<file path="src/rtl/uart_pkg.sv">
// Shared types and constants for the configurable UART receiver.
//   rx_state_t : receiver FSM states
//   PAR_*      : parity mode encodings used by the PARITY parameter
//   maj3       : 2-of-3 vote used by the glitch-filtered sampling build
package uart_pkg;

    typedef enum logic [2:0] {
        IDLE,
        START,
        DATA,
        PARITY,
        STOP
    } rx_state_t;

    localparam int PAR_NONE = 0;
    localparam int PAR_EVEN = 1;
    localparam int PAR_ODD  = 2;

    function automatic logic maj3(input logic a, input logic b, input logic c);
        return (a & b) | (a & c) | (b & c);
    endfunction

endpackage

</file>
<file path="src/rtl/uart_baud_cnt.sv">
// Bit-timing counter for the UART receiver.
// Ports:
//   clk       : system clock
//   rst       : synchronous active-high reset
//   clr       : restart the count at zero (takes priority over en)
//   en        : count while high
//   half_tick : count is at the middle of a bit (BAUD_DIV/2-1)
//   full_tick : count is at the last cycle of a bit (BAUD_DIV-1); wraps to 0
module uart_baud_cnt #(
    parameter int BAUD_DIV = 44
) (
    input  logic clk,
    input  logic rst,
    input  logic clr,
    input  logic en,
    output logic half_tick,
    output logic full_tick
);

    localparam int CW = $clog2(BAUD_DIV);
    localparam logic [CW-1:0] HALF_M1 = CW'(BAUD_DIV / 2 - 1);
    localparam logic [CW-1:0] FULL_M1 = CW'(BAUD_DIV - 1);

    logic [CW-1:0] count;

    always_ff @(posedge clk) begin
        if (rst) begin
            count <= '0;
        end else if (clr) begin
            count <= '0;
        end else if (en) begin
            count <= full_tick ? '0 : count + CW'(1);
        end
    end

    assign half_tick = en && (count == HALF_M1);
    assign full_tick = en && (count == FULL_M1);

endmodule

</file>
<file path="src/rtl/uart_rx_cfg.sv">
// Configurable UART receiver for the DSO command link.
// Build option: define UART_RX_MAJORITY_EN to take every bit sample as the
// 2-of-3 majority of the last three synchronised RX values.
// Ports:
//   clk         : system clock
//   rst         : synchronous active-high reset
//   RX          : asynchronous serial input, idles high
//   clr_rdy     : consumer acknowledge; clears rdy and all flags
//   rx_data     : last received data word (LSB first on the line)
//   rdy         : a frame is waiting in rx_data
//   parity_err  : parity mismatch on the frame in rx_data
//   framing_err : a stop bit was sampled low on the frame in rx_data
//   overrun     : a frame completed while rdy was still set (sticky)
//
// state  | meaning
// -------+-----------------------------------------------
// IDLE   | line idle, waiting for a falling edge
// START  | timing to mid start bit to reject false starts
// DATA   | sampling DATA_BITS data bits, one per bit time
// PARITY | sampling the parity bit
// STOP   | sampling STOP_BITS stop bits
module uart_rx_cfg #(
    parameter int DATA_BITS = 8,
    parameter int BAUD_DIV  = 44,
    parameter int PARITY    = 0,
    parameter int STOP_BITS = 1
) (
    input  logic                 clk,
    input  logic                 rst,
    input  logic                 RX,
    input  logic                 clr_rdy,
    output logic [DATA_BITS-1:0] rx_data,
    output logic                 rdy,
    output logic                 parity_err,
    output logic                 framing_err,
    output logic                 overrun
);

    import uart_pkg::*;

    // The PARITY parameter hides the imported state of the same name, so
    // that state is always referenced with the package scope.
    localparam logic [3:0] LAST_DATA = 4'(DATA_BITS - 1);
    localparam logic [3:0] LAST_STOP = 4'(STOP_BITS - 1);
    localparam logic       ODD_PAR   = (PARITY == PAR_ODD);

    rx_state_t state, state_nxt;

    logic sync1, sync, prev;
    logic fall, samp;
    logic half_tick, full_tick;
    logic [3:0] bit_cnt;
    logic [DATA_BITS-1:0] shreg;
    logic par_acc, frm_acc, done;

    // Reset high so a low RX right after reset does not look like an edge.
    always_ff @(posedge clk) begin
        if (rst) begin
            sync1 <= 1'b1;
            sync  <= 1'b1;
            prev  <= 1'b1;
        end else begin
            sync1 <= RX;
            sync  <= sync1;
            prev  <= sync;
        end
    end

    assign fall = prev & ~sync;

`ifdef UART_RX_MAJORITY_EN
    logic prev2;

    always_ff @(posedge clk) begin
        if (rst) begin
            prev2 <= 1'b1;
        end else begin
            prev2 <= prev;
        end
    end

    assign samp = maj3(sync, prev, prev2);
`else
    assign samp = sync;
`endif

    uart_baud_cnt #(
        .BAUD_DIV (BAUD_DIV)
    ) u_baud_cnt (
        .clk       (clk),
        .rst       (rst),
        .clr       (state_nxt != state),
        .en        (state != IDLE),
        .half_tick (half_tick),
        .full_tick (full_tick)
    );

    always_ff @(posedge clk) begin
        if (rst) begin
            state <= IDLE;
        end else begin
            state <= state_nxt;
        end
    end

    always_comb begin
        state_nxt = state;
        case (state)
            IDLE: begin
                if (fall) state_nxt = START;
            end
            START: begin
                if (half_tick) state_nxt = samp ? IDLE : DATA;
            end
            DATA: begin
                if (full_tick && bit_cnt == LAST_DATA) begin
                    state_nxt = (PARITY != PAR_NONE) ? uart_pkg::PARITY : STOP;
                end
            end
            uart_pkg::PARITY: begin
                if (full_tick) state_nxt = STOP;
            end
            STOP: begin
                // Leave at mid stop bit so the next start edge is not missed.
                if (full_tick && bit_cnt == LAST_STOP) state_nxt = IDLE;
            end
            default: state_nxt = IDLE;
        endcase
    end

    always_ff @(posedge clk) begin
        if (rst) begin
            bit_cnt <= '0;
            shreg   <= '0;
            par_acc <= 1'b0;
            frm_acc <= 1'b0;
            done    <= 1'b0;
        end else begin
            done <= 1'b0;
            if (state_nxt != state) begin
                bit_cnt <= '0;
            end else if (full_tick && (state == DATA || state == STOP)) begin
                bit_cnt <= bit_cnt + 4'd1;
            end
            if (state == IDLE && fall) begin
                par_acc <= 1'b0;
                frm_acc <= 1'b0;
            end
            if (state == DATA && full_tick) begin
                shreg <= {samp, shreg[DATA_BITS-1:1]};
            end
            if (state == uart_pkg::PARITY && full_tick) begin
                par_acc <= (^shreg) ^ samp ^ ODD_PAR;
            end
            if (state == STOP && full_tick) begin
                if (!samp) frm_acc <= 1'b1;
                if (bit_cnt == LAST_STOP) done <= 1'b1;
            end
        end
    end

    // A completing frame overrides a same-cycle clr_rdy.
    always_ff @(posedge clk) begin
        if (rst) begin
            rx_data     <= '0;
            rdy         <= 1'b0;
            parity_err  <= 1'b0;
            framing_err <= 1'b0;
            overrun     <= 1'b0;
        end else begin
            if (clr_rdy) begin
                rdy         <= 1'b0;
                parity_err  <= 1'b0;
                framing_err <= 1'b0;
                overrun     <= 1'b0;
            end
            if (done) begin
                rx_data     <= shreg;
                parity_err  <= par_acc;
                framing_err <= frm_acc;
                rdy         <= 1'b1;
                if (rdy && !clr_rdy) overrun <= 1'b1;
            end
        end
    end

endmodule

</file>
<file path="config.mk">
export PLATFORM = sky130hd
export DESIGN_NAME = uart_rx_cfg
export DESIGN_NICKNAME = d
export VERILOG_FILES = /design/src/rtl/uart_pkg.sv /design/src/rtl/uart_baud_cnt.sv /design/src/rtl/uart_rx_cfg.sv
export SDC_FILE = /design/constraint.sdc
export NUM_CORES = 1
export LEC_CHECK = 0
export ABC_AREA = 1
export BUFFER_PORTS_ARGS = -buffer_cell sky130_fd_sc_hd__buf_2
export CAP_MARGIN = 20
export CORE_AREA = 2 2 61 63
export DETAILED_ROUTE_END_ITERATION = 10
export DIE_AREA = 0 0 63 65
export GPL_TIMING_DRIVEN = 1
export PLACE_DENSITY = 0.71
export SLEW_MARGIN = 0
export SYNTH_ARGS = -nofsm -noshare
export SYNTH_HDL_FRONTEND = slang
export SYNTH_SLANG_ARGS = --single-unit
</file>
<file path="constraint.sdc">
create_clock -name clk -period 2.65 [get_ports clk]
set_clock_uncertainty 0.1 [all_clocks]
set_input_delay 0.53 -clock clk [delete_from_list [all_inputs] [get_ports clk]]
set_output_delay 0.53 -clock clk [all_outputs]
set_load 0.02 [all_outputs]
</file>
==> out/results.md <==
| Group | Item | Value |
| --- | --- | --- |
| placement | Setup slack after placement | 989 ps |
| sta | Relative max-transition margin | 64.7% |
| detailed routing | Number of nets with antenna violations after detailed routing | 0 |
| floorplan | Num ports | 16 |
| synth | Sequential area share after synthesis | 43.9% |
| detailed routing | Initial detailed-routing violation count | 76 |
| power | Share of power burned in combinational logic | 3.7% |
| worst setup path | Worst Path Max Fanout | 10 |
| global routing | Via count of the first global-routing pass | 1370 |
| global routing | Global routing met2 resource utilization | 31.1% |
| detailed routing | Routed wire per std cell | 10.3 um |
| layout | Antenna Diode Count | 0 |
| worst setup path | Arrival time at the worst endpoint | 1880 ps |
| floorplan | Initial Utilization | 50.9% |
| outcome | Result of the run | finished, final reports clean |
| synth | Synthesized Nets | 251 |
| sta | Fmax | 588 MHz |
| clock tree | Post CTS Setup Buffer Count | 0 |
| layout | Number of nets in the layout | 270 |
| synth | Most used DFF post-synth | dfxtp_1 |
| layout | Fill cell instance count of the final layout | 345 |
| global routing | Global-route track usage on met3 | 4.17% |
| layout | Fin area | 1960 um^2 |
| run | Max-cap viol count | 0 |
| worst setup path | Worst Setup End Kind | flop |
| clock tree | CTS-repair resized insts | 0 |
| worst setup path | Series of cell instances along the critical path | ha_1, nand3_2, nor2_4, nand2_1, nand4_2, nand3_4, nor2_1 |
| global routing | First-pass GRT wire length | 5640 um |
| layout | Area of all sequential standard cells | 781 um^2 |
| floorplan | Core Region | 3500 um^2 |
| sta | Post-route minimum period | 1700 ps |
| power | Int Power | 702 uW |
| synth | Number of enable-type register cells in the synthesized netlist | 0 |
| clock tree | Clock-pin slew on the worst setup and hold paths | 120 ps |
| synth | Syn. warnings | 0 |
| synth | Number of instances in the synthesized netlist | 243 |
| layout | Share of the core filled with cells | 56.0% |
| layout | Area growth from synthesis to final layout | 10.2% |
| placement | Post-detailed-placement cell area | 1900 um^2 |
| worst hold path | Hold WC Path Type | input port to flop |
| power | Part of the power in registers | 63.4% |
| global routing | Layer with the highest usage after global routing | met2 |
| placement | Number of input and output port buffers inserted | 15 |
| worst setup path | Largest stage delay on the critical path | 420 ps |
| sta | Final Hold Vio Count | 0 |
| detailed routing | Detailed-route DRC error count | 0 |
| power | Power per Cell Area | 477 nW/um^2 |
| global routing | Met1 Resource Use GR | 19.9% |
| synth | Synthesized flop and latch total | 39 |
| placement | HPWL after detailed placement | 2350 um |
| floorplan | Total die area | 4100 um^2 |
| layout | Layout cell share with drive strength beyond 1 | 15.6% |
| floorplan | Vertical extent of the die | 65 um |
| detailed routing | Via count | 1481 |
| global routing | Total routing usage reported by global routing | 17.6% |
| placement | Placer Congestion | 0.861 |
| clock tree | Worst-case clock buffer depth | 2 |
| clock tree | Number of buffers created by CTS | 5 |
| detailed routing | Routed vias/inst | 4.76 |
| sta | Share of the cycle needed by the critical path after routing | 64.1% |
| clock tree | Number of hold buffers added after cts | 0 |
| sta | Slack of the critical path | 951 ps |
| sta | Final number of setup-violating endpoints | 0 |
| floorplan | Die outline width | 63 um |
| detailed routing | Routed wire length | 3210 um |
| synth | Avg Cell Area, Syn | 7.32 um^2 |
| power | Worst IR Drop VDD | 230 uV |
| sta | Final number of max-transition violations | 0 |
| floorplan | Site row count | 22 |
| clock tree | TritonCTS Sinks | 39 |
| clock tree | Clk root buf | clkbuf_4 |
| worst setup path | Data required time of the critical path | 2840 ps |
| layout | Combined area of the multi-input logic cells | 858 um^2 |
| power | Sw Share | 24.9% |
| global routing | Antenna violations before repair | 0 |
| power | Net switching power figure | 233 uW |
| worst setup path | Cell with the biggest individual delay on the critical path | dfxtp_1 |
| sta | Setup repair after global routing missed its margin | no |
| sta | Aggregate negative setup slack | 0 ps |
| synth | Async set-or-reset flop fraction in the synthesized netlist | 0% |
| worst setup path | Element type at the critical path start | flop |
| clock tree | CTS tree | built |
| sta | Actual slew at the worst max-slew pin | 529 ps |
| power | Power share of the clock group | 32.9% |
| clock tree | # H-tree levels | 2 |
| synth | Post-synthesis instance area | 1780 um^2 |
| synth | Number of distinct library cells after synthesis | 28 |
| global routing | Overflow left after global routing | 0 |
| detailed routing | DRT Pass-1 Iters | 4 |
| clock tree | Worst skew pair latency | 350 ps |
| power | Static leakage power | 0.000868 uW |
| global routing | Maximum number of pins on one net before global-route repair | 23 |
| worst setup path | Path type of the worst setup path | flop to flop |
-- cells in the mapped netlist, types with 2 or more instances --
cell	n	area, um^2
nand2_1	42	158
o21ai_0	27	135
dfxtp_1	39	781
inv_2	3	11.3
xor2_1	5	43.8
nand3_1	13	65.1
clkbuf_1	2	7.51
ha_1	4	50.1
nand3b_1	2	15.0
nand2b_1	2	12.5
nor3_1	4	20.0
inv_1	31	116
xnor2_1	2	17.5
nor2_1	38	143
a21oi_1	10	50.1
or2_2	2	12.5
nor2_2	6	37.5
-- final cells by class --
class                      instances  share of cell area (%)
inverter                          34                    6.51
multi-input combinational        167                    43.8
timing repair buffer              15                    3.83
tap                               48                    3.07
clock inverter                     3                    1.02
sequential                        39                    39.8
clock buffer                       5                    1.92
-- worst max-delay path, delay by kind of cell (launching register included) --
family,cells,cell delay [ps]
and+or+nand+nor,6,880
DFF,1,420
adders and majority gates,1,230
-- path summary, 6_finish.rpt --
check | startpoint | to | slack, ps | cells past startpoint
hold / removal | RX | sync1$_SDFF_PP1_ | 250 | 2
hold reg to reg | sync1$_SDFF_PP1_ | samp$_SDFF_PP1_ | 340 | 1
setup / recovery | u_baud_cnt.count[0]$_SDFFE_PP0N_ | bit_cnt[1]$_SDFFE_PP0P_ | 950 | 7
setup reg to reg | u_baud_cnt.count[0]$_SDFFE_PP0N_ | bit_cnt[1]$_SDFFE_PP0P_ | 950 | 7
-- metrics by stage --
step	std cells	hold WS, ps	power, uW
floorplan	243	289	631
global placement	303	300	641
detailed placement	303	300	641
CTS	311	232	951
global route	311	230	977
finish	311	248	935
-- power groups by stage --
stage          clock (uW)  sequential, uW  combinational [uW]
2_1_floorplan           0             605                26.1
3_3_place_gp            0             606                35.4
3_5_place_dp            0             606                35.5
4_1_cts               323             593                35.5
5_1_grt               344             594                39.9
6_report              308             593                34.7
-- metal layers --
layer / vias up / routed length (um)
li1: 803 / -
met1: 653 / 1470
met2: 17 / 1580
met3: 8 / 101
met4: 0 / 63
met5: - / 0
-- layout by cell type, fill, tap and decap left out, types with 3 or more instances in the layout --
cell / instances
nor2_1: 38
nand2_1: 42
nor2_2: 6
nor3_1: 4
inv_1: 31
a21oi_1: 10
xor2_1: 5
clkbuf_4: 5
inv_2: 3
dfxtp_1: 39
o21ai_0: 27
buf_2: 15
nand3_1: 13
ha_1: 4
-- flip-flops by register name (all words and copies together), names as in the netlist, 3 cells and up --
| name | count |
|---|---|
| state | 3 |
| u_baud_cnt.count | 6 |
| bit_cnt | 4 |
| rx_data | 8 |
| shreg | 8 |
-- cell families after synthesis --
family / synth area share, %
buffers and inverters: 7.81
AND/OR/NAND/NOR: 30.8
AO/OA/AOI/OAI: 11.2
adder cells (fa/ha/maj): 2.82
flip-flops: 43.9
XOR/XNOR: 3.45
Power figures use the tool's default switching activity.
